<file path="src/rtl/bnn_conv_feeder.sv">
// Sequencer feeding the BNN conv engine: per job, walks all NSTAGE output channels,
// streaming LEN input words per stage and collecting one OL-bit result per stage.
// Latency: START at T puts word j on oDATA at T+1+j; a result appears the cycle after iCONV_END.
// Backpressure: oRES_VALID holds data/stage stable until iRES_READY, and the next stage waits for that accept.
//
// Ports:
//   iCLK, iRST_N              clock (rising edge), async active-low reset
//   iGO, iMODE, iBASE         job start; mode (0 conv2, 1 conv3) and base address sampled with iGO
//   oBUSY, oDONE, oERR        job in progress, end-of-job pulse, sticky engine-timeout flag
//   oRD_EN, oRD_ADDR          feature-buffer read port; iRD_DATA returns one cycle later
//   oSTART, oDATA             engine start code and input word stream
//   oSTATE, oCNT_STAGE        weight/threshold bank select and stage index, held for the whole stage
//   iCONV_DATA, iCONV_END     engine result and its one-cycle completion strobe
//   oRES_DATA, oRES_STAGE     captured result with its stage index
//   oRES_VALID, iRES_READY    downstream valid/ready handshake
module bnn_conv_feeder #(
    parameter int CH     = 48,
    parameter int OL     = 154,
    parameter int AW     = 8,
    parameter int NSTAGE = 48,
    parameter int LEN_C2 = 154,
    parameter int LEN_C3 = 88,
    parameter int TMO    = 1023
) (
    input  logic          iCLK,
    input  logic          iRST_N,
    input  logic          iGO,
    input  logic          iMODE,
    input  logic [AW-1:0] iBASE,
    output logic          oBUSY,
    output logic          oDONE,
    output logic          oERR,
    output logic          oRD_EN,
    output logic [AW-1:0] oRD_ADDR,
    input  logic [CH-1:0] iRD_DATA,
    output logic [3:0]    oSTART,
    output logic [CH-1:0] oDATA,
    output logic [4:0]    oSTATE,
    output logic [5:0]    oCNT_STAGE,
    input  logic [OL-1:0] iCONV_DATA,
    input  logic          iCONV_END,
    output logic [OL-1:0] oRES_DATA,
    output logic [5:0]    oRES_STAGE,
    output logic          oRES_VALID,
    input  logic          iRES_READY
);

    // Word counter must reach LEN-1 of the longer mode.
    localparam int LMAX = (LEN_C2 > LEN_C3) ? LEN_C2 : LEN_C3;
    localparam int KW   = $clog2(LMAX);
    localparam int TW   = $clog2(TMO + 1);

    typedef enum logic [2:0] {
        S_IDLE,
        S_START,
        S_STREAM,
        S_WAIT,
        S_EMIT,
        S_FIN
    } state_t;

    state_t          state;
    state_t          stateNxt;
    logic            modeR;
    logic [AW-1:0]   baseR;
    logic [KW-1:0]   wordCnt;
    logic [KW-1:0]   lastWord;
    logic [TW-1:0]   tmoCnt;
    logic [5:0]      stage;
    logic            rdVldD;
    logic            goAcc;
    logic            tmoHit;
    logic            lastStage;

    assign goAcc     = (state == S_IDLE) && iGO;
    assign lastWord  = modeR ? KW'(LEN_C3 - 1) : KW'(LEN_C2 - 1);
    assign tmoHit    = (tmoCnt == TW'(TMO - 1));
    assign lastStage = (stage == 6'(NSTAGE - 1));

    // State register
    always_ff @(posedge iCLK or negedge iRST_N) begin
        if (!iRST_N) begin
            state <= S_IDLE;
        end else begin
            state <= stateNxt;
        end
    end

    // Next-state logic
    always_comb begin
        stateNxt = state;
        unique case (state)
            S_IDLE:   if (iGO) stateNxt = S_START;
            S_START:  stateNxt = S_STREAM;
            S_STREAM: if (wordCnt == lastWord) stateNxt = S_WAIT;
            S_WAIT: begin
                // A completion on the final timeout cycle still counts as success.
                if (iCONV_END)   stateNxt = S_EMIT;
                else if (tmoHit) stateNxt = S_IDLE;
            end
            S_EMIT:   if (iRES_READY) stateNxt = lastStage ? S_FIN : S_START;
            S_FIN:    stateNxt = S_IDLE;
            default:  stateNxt = S_IDLE;
        endcase
    end

    // Output logic
    always_comb begin
        oBUSY      = (state != S_IDLE);
        oDONE      = (state == S_FIN);
        oRD_EN     = (state == S_START) || (state == S_STREAM);
        oRD_ADDR   = '0;
        oSTART     = 4'b0000;
        oSTATE     = 5'd0;
        oRES_VALID = (state == S_EMIT);
        oCNT_STAGE = stage;
        // Only words that were actually read reach the engine; gaps read as zero.
        oDATA      = rdVldD ? iRD_DATA : '0;
        if (oRD_EN) begin
            oRD_ADDR = baseR + AW'(wordCnt);
        end
        if (state == S_START) begin
            oSTART = modeR ? 4'b0100 : 4'b0010;
        end
        if ((state == S_START) || (state == S_STREAM) ||
            (state == S_WAIT)  || (state == S_EMIT)) begin
            oSTATE = modeR ? 5'd11 : 5'd7;
        end
    end

    // Job context, counters and result capture
    always_ff @(posedge iCLK or negedge iRST_N) begin
        if (!iRST_N) begin
            modeR      <= 1'b0;
            baseR      <= '0;
            wordCnt    <= '0;
            tmoCnt     <= '0;
            stage      <= '0;
            rdVldD     <= 1'b0;
            oERR       <= 1'b0;
            oRES_DATA  <= '0;
            oRES_STAGE <= '0;
        end else begin
            rdVldD <= oRD_EN;

            if (goAcc) begin
                modeR <= iMODE;
                baseR <= iBASE;
                stage <= '0;
                oERR  <= 1'b0;
            end

            // Counter is 0 during START (address = base) and walks 1..LEN-1 in STREAM.
            if ((state == S_START) || (state == S_STREAM)) begin
                wordCnt <= wordCnt + 1'b1;
            end else begin
                wordCnt <= '0;
            end

            if (state == S_WAIT) begin
                tmoCnt <= tmoCnt + 1'b1;
            end else begin
                tmoCnt <= '0;
            end

            if ((state == S_WAIT) && !iCONV_END && tmoHit) begin
                oERR <= 1'b1;
            end

            if ((state == S_WAIT) && iCONV_END) begin
                oRES_DATA  <= iCONV_DATA;
                oRES_STAGE <= stage;
            end

            if ((state == S_EMIT) && iRES_READY && !lastStage) begin
                stage <= stage + 1'b1;
            end
        end
    end

endmodule

</file>
<file path="config.mk">
export PLATFORM = sky130hd
export DESIGN_NAME = bnn_conv_feeder
export DESIGN_NICKNAME = d
export VERILOG_FILES = /design/src/rtl/bnn_conv_feeder.sv
export SDC_FILE = /design/constraint.sdc
export NUM_CORES = 1
export LEC_CHECK = 0
export CELL_PAD_IN_SITES_DETAIL_PLACEMENT = 0
export CELL_PAD_IN_SITES_GLOBAL_PLACEMENT = 1
export CORE_AREA = 2 2 176 178
export DETAILED_ROUTE_END_ITERATION = 7
export DIE_AREA = 0 0 178 180
export PLACE_DENSITY_LB_ADDON = 0.1
export SETUP_SLACK_MARGIN = 0.5
export SLEW_MARGIN = 40
export SYNTH_ARGS = -nofsm -noshare
export SYNTH_HDL_FRONTEND = slang
export SYNTH_SLANG_ARGS = --single-unit
</file>
<file path="constraint.sdc">
create_clock -name iCLK -period 3.15 [get_ports iCLK]
set_input_delay 0.4725 -clock iCLK [delete_from_list [all_inputs] [get_ports iCLK]]
set_output_delay 0.4725 -clock iCLK [all_outputs]
set_load 0.01 [all_outputs]
</file>
Yosys cells after proc, flatten, opt, wreduce, memory -nomap -nowiden --
Cells that the tools add are included.
Word-level totals: register bits 198, input port bits 216, output and inout port bits 236, word-level logic and storage cells 62
Cells by class: add/subtract/negate cells 4, equality and inequality tests 12, muxes and demuxes 20, reductions and logical operators 16
Operators by type and width (count):
- $mux 48 | 1
- $mux 3 | 8
- $mux 8 | 3
- $pmux 3 s5 | 1
- $mux 6 | 2
- $add 10x1->10 const B | 1
- $eq 10x10->1 const B | 1
- $mux 10 | 1
- $add 8x1->8 const B | 1
- $add 8x8->8 | 1
- $eq 8x8->1 | 1
- $mux 4 | 2
- $add 6x1->6 const B | 1
- $eq 3x2->1 const B | 2
- $eq 3x3->1 const B | 2
- $eq 6x6->1 const B | 1
- $logic_and 1x1->1 | 6
- $ne 2x2->1 const B | 2
- $reduce_and 4->1 | 1
- $reduce_bool 2->1 | 2
- $eq 3x1->1 const B | 1
- $logic_not 3->1 | 1
- $logic_or 1x1->1 | 3
- $ne 3x3->1 const B | 1
- 4 further kinds | 6

Depth between registers and ports, before layout --
depth in word-level cells 5, gate-level depth with buffers 7, mapped depth without buffers 6

Least setup slack after synthesis --
OpenSTA, ideal clock, no wires.
kind register -> output, start reg wordCnt[0], end out oRD_ADDR[4], data arrival time 1679 ps, required time 2677 ps, setup slack 998 ps, stages on the path, launching flop included 6, buffers on the path 0, path through dfrtp_1 -> ha_1 -> fa_1 -> a211oi_1 -> nor2_1 -> nor3_1
Between the ends: cells in the longest elaborated chain, start to end 2
Ends and longest elaborated chain:
- start: declaration | RTL line 66 | logic [KW-1:0] wordCnt;
- start signal: assignment | RTL line 155 | wordCnt <= wordCnt + 1'b1;
- $add 8x8->8 | RTL line 120 | oRD_ADDR = baseR + AW'(wordCnt);
- $mux 8 | RTL line 119 | if (oRD_EN) begin
- end: declaration | RTL line 34 | output logic [AW-1:0] oRD_ADDR,
No other way between the ends.

Final worst setup path --
start reg wordCnt[4], end out oRD_ADDR[6]
The elaborated chain is that of the path after synthesis.

==> flow_metrics.env <==
export IMPL_regToRegEndpoint="oRES_DATA[11]"
export IMPL_mostFrequentLayoutCells="440 x clkdlybuf4s50_1, 191 x dfrtp_1, 169 x mux2_2"
export IMPL_cp_data_arrival_time_ns=2.15
export IMPL_vias=6529
export IMPL_drc=0
export IMPL_pre_cts_ws_ns=0.345
export IMPL_grt_max_degree=68
export IMPL_cts_buffers=17
export IMPL_port_buffers=448
export IMPL_timing_critical_path_cells="ha_4 > o21ai_0 > o21a_1 > or4_1 > nand2_1 > buf_2"
export IMPL_dpl_hpwl_mm=21.6
export IMPL_cts_htree_levels=4
export IMPL_setup_viol_count_final=0
export IMPL_maxSlewViolCount=0
export IMPL_period_needed_ns=2.63
export IMPL_vias_per_cell=4.39
export IMPL_mapped_cells=616
export IMPL_timing_reg2reg_worst_path_depth=5
export IMPL_drt_pass1_iterations=4
export IMPL_min_path_type="input port to async pin"
export IMPL_setup_tns_final_ns=0
export IMPL_wl_mm=28.5
export IMPL_cp_data_required_time_ns=2.68
export IMPL_maximum_capacitance_violations=0
export IMPL_yosys_warnings=0
export IMPL_synth_flop_cell="dfrtp_1"
export IMPL_r2r_slack_ns=1.26
export IMPL_first_global_vias=6798
export IMPL_critical_path_reg2reg_startpoint="state[1]"
export IMPL_rows=64
export IMPL_detail_route_wl_per_cell_um=19.1
export IMPL_post_route_cells_drive_above_1_share=0.232
export IMPL_min_period_over_period=0.833
export IMPL_core_um2=30200
export IMPL_static_leakage_power_nw=5.84
export IMPL_die_h_um=180
export IMPL_most_common_cell_after_layout_fill_and_taps_aside="clkdlybuf4s50_1"
export IMPL_detail_route_iter0_violations=218
export IMPL_power_density_nw_per_um2=922
export IMPL_clk_pin_slew_worst_paths_ns=0.08
export IMPL_cts_tree="built"
export IMPL_synthesis_area_um2=8410
export IMPL_drtAntennaViolNets=0
export IMPL_global_route_wire_length_before_repair_mm=41.9
export IMPL_synth_edff_count=0
export IMPL_antenna_found_initial=3
export IMPL_timing_critical_path_from_type="register"
export IMPL_filler_cell_count=2791
export IMPL_worst_path_dominant_cell_family="simple AND/OR/NAND/NOR gates"
export IMPL_worstPathMaxFanout=4
export IMPL_nets=1305
export IMPL_setup_worst_path_end_class="output pin"
export IMPL_fmaxAchievable_ghz=0.381
export IMPL_cp_buffers_inverters=1
export IMPL_worst_slew_margin_rel=0.612
export IMPL_ys_types=46
export IMPL_holdBufCountCts=0
export IMPL_die_area_um2=32000
export IMPL_grt_overflow_total=0
export IMPL_post_route_worst_setup_slack_ns=0.524
export IMPL_die_extent_in_x_um=178
export IMPL_clock_path_buffers=2
export IMPL_gr_util_all_layers=0.177
export IMPL_run_status="finished, final reports clean"
export IMPL_gp_routability_congestion=0.793
export IMPL_net_switching_power_mw=4.26
export IMPL_max_slew_worst_pin_slew_ns=0.583
export IMPL_grt_setup_unrepaired="true"
export IMPL_initial_core_util=0.279
export IMPL_clock_sinks=198
export IMPL_finish_instance_area_um2=14100
export IMPL_finClkSkew_ns=0.00882
export IMPL_fraction_of_registers_with_async_set_reset=1.00
export IMPL_detailed_place_area_um2=13400
export IMPL_clock_power_share=0.167
export IMPL_setup_worst_path_class="register to output pin"
export IMPL_internal_power_mw=8.78
export IMPL_postLayoutCoreUtil=0.469
export IMPL_critPathMaxStageDelay_ns=0.47
export IMPL_area_growth_from_synthesis_to_layout_pct=68.2
export IMPL_cts_root_buffer="clkbuf_16"
export IMPL_clock_latency_ns=0.43
export IMPL_timing_critical_path_slowest_stage_cell="or4_1"
export IMPL_comb_power_share=0.506
export IMPL_syn_area_per_cell_um2=13.6
export IMPL_sequentialPowerShare=0.327
export IMPL_synth_ff_latch_count=198
export IMPL_switching_share=0.327
export IMPL_synth_seq_area_share=0.589
export IMPL_top_level_ports=452
export IMPL_timing_hold_violations_final=0
export IMPL_irDropWorstVdd_mv=0.374
==> cell type report <==
type                            instances  area, µm²  share of cell area
Antenna cell                            1       2.50            0.000177
Clock buffer                           20        457              0.0323
Clock inverter                         12        119             0.00840
Inverter                                7       30.0             0.00212
Multi-Input combinational cell        380       3360               0.237
Sequential cell                       198       4960               0.351
Tap cell                              396        495              0.0350
Timing Repair Buffer                  473       4720               0.334
==> cells in the mapped netlist, types with 4 or more instances <==
| master | number | area [µm²] |
|---|---|---|
| dfrtp_1 | 198 | 4950 |
| mux2_2 | 169 | 1900 |
| and2_1 | 53 | 332 |
| nor2_1 | 25 | 93.8 |
| buf_2 | 19 | 95.1 |
| nand2_1 | 15 | 56.3 |
| nand3_1 | 15 | 75.1 |
| nor3_1 | 12 | 60.1 |
| xnor2_1 | 12 | 105 |
| ha_1 | 11 | 138 |
| clkbuf_1 | 8 | 30.0 |
| o21ai_0 | 8 | 40.0 |
| inv_1 | 7 | 26.3 |
| xor2_1 | 5 | 43.8 |
| a211oi_1 | 4 | 30.0 |
| buf_4 | 4 | 30.0 |
| o211ai_1 | 4 | 30.0 |
==> power groups by stage <==
stage	clock [mW]	combinational (mW)	sequential, mW
4_1_cts	2.26	6.68	4.28
6_report	2.18	6.60	4.27
3_3_place_gp	0	6.50	4.29
5_1_grt	2.37	7.05	4.44
3_5_place_dp	0	6.49	4.33
2_1_floorplan	0	2.27	4.75
==> per-layer routing <==
metal	part of all wire	GRT usage
met1	0.37	0.187
met2	0.51	0.318
met3	0.097	0.0725
met4	0.019	0.0528
met5	0.00077	0
==> stage by stage <==
step           cells  hold slack [ns]  power (mW)
3_3_place_gp    1439            0.486        10.8
5_1_grt         1487           0.0502        13.9
4_1_cts         1481           0.0310        13.2
3_5_place_dp    1439            0.491        10.8
2_1_floorplan    618            0.177        7.03
6_report        1487           0.0166        13.0
==> state kept, by name, summed over array words and instances, names as in the netlist <==
register,flops
baseR,8
modeR,1
oCNT_STAGE,6
oERR,1
oRES_DATA,154
oRES_STAGE,6
rdVldD,1
state,3
tmoCnt,10
wordCnt,8
==> worst max-delay path by stage <==
stage | depth (start not counted) | slack, ns | endpoint | start
2_1_floorplan | 5 | 1.0 | oRD_ADDR[4] | wordCnt[0]
3_3_place_gp | 7 | 0.36 | oRD_ADDR[6] | wordCnt[0]
3_5_place_dp | 7 | 0.34 | oRD_ADDR[6] | wordCnt[0]
4_1_cts | 7 | 0.47 | oRD_ADDR[6] | baseR[0]
5_1_grt | 7 | 0.42 | oRD_ADDR[6] | baseR[0]
6_report | 6 | 0.52 | oRD_ADDR[6] | wordCnt[4]
==> kinds of logic after synthesis <==
family	synth area share
adders and majority gates	0.0187
muxes	0.229
DFF	0.589
AOI/OAI and AO/OA	0.0250
other	0.000446
buffers and inverters	0.0243
and+or+nand+nor	0.0957
xor gates and xnor gates	0.0177
==> what timing repair did <==
action                                  CTS  global route
pin swaps                                 6             7
buffers inserted                         10             5
endpoints found under the setup margin    9             7
gates resized for setup                  34             6
No activity file was read; power rests on OpenSTA's default activity.
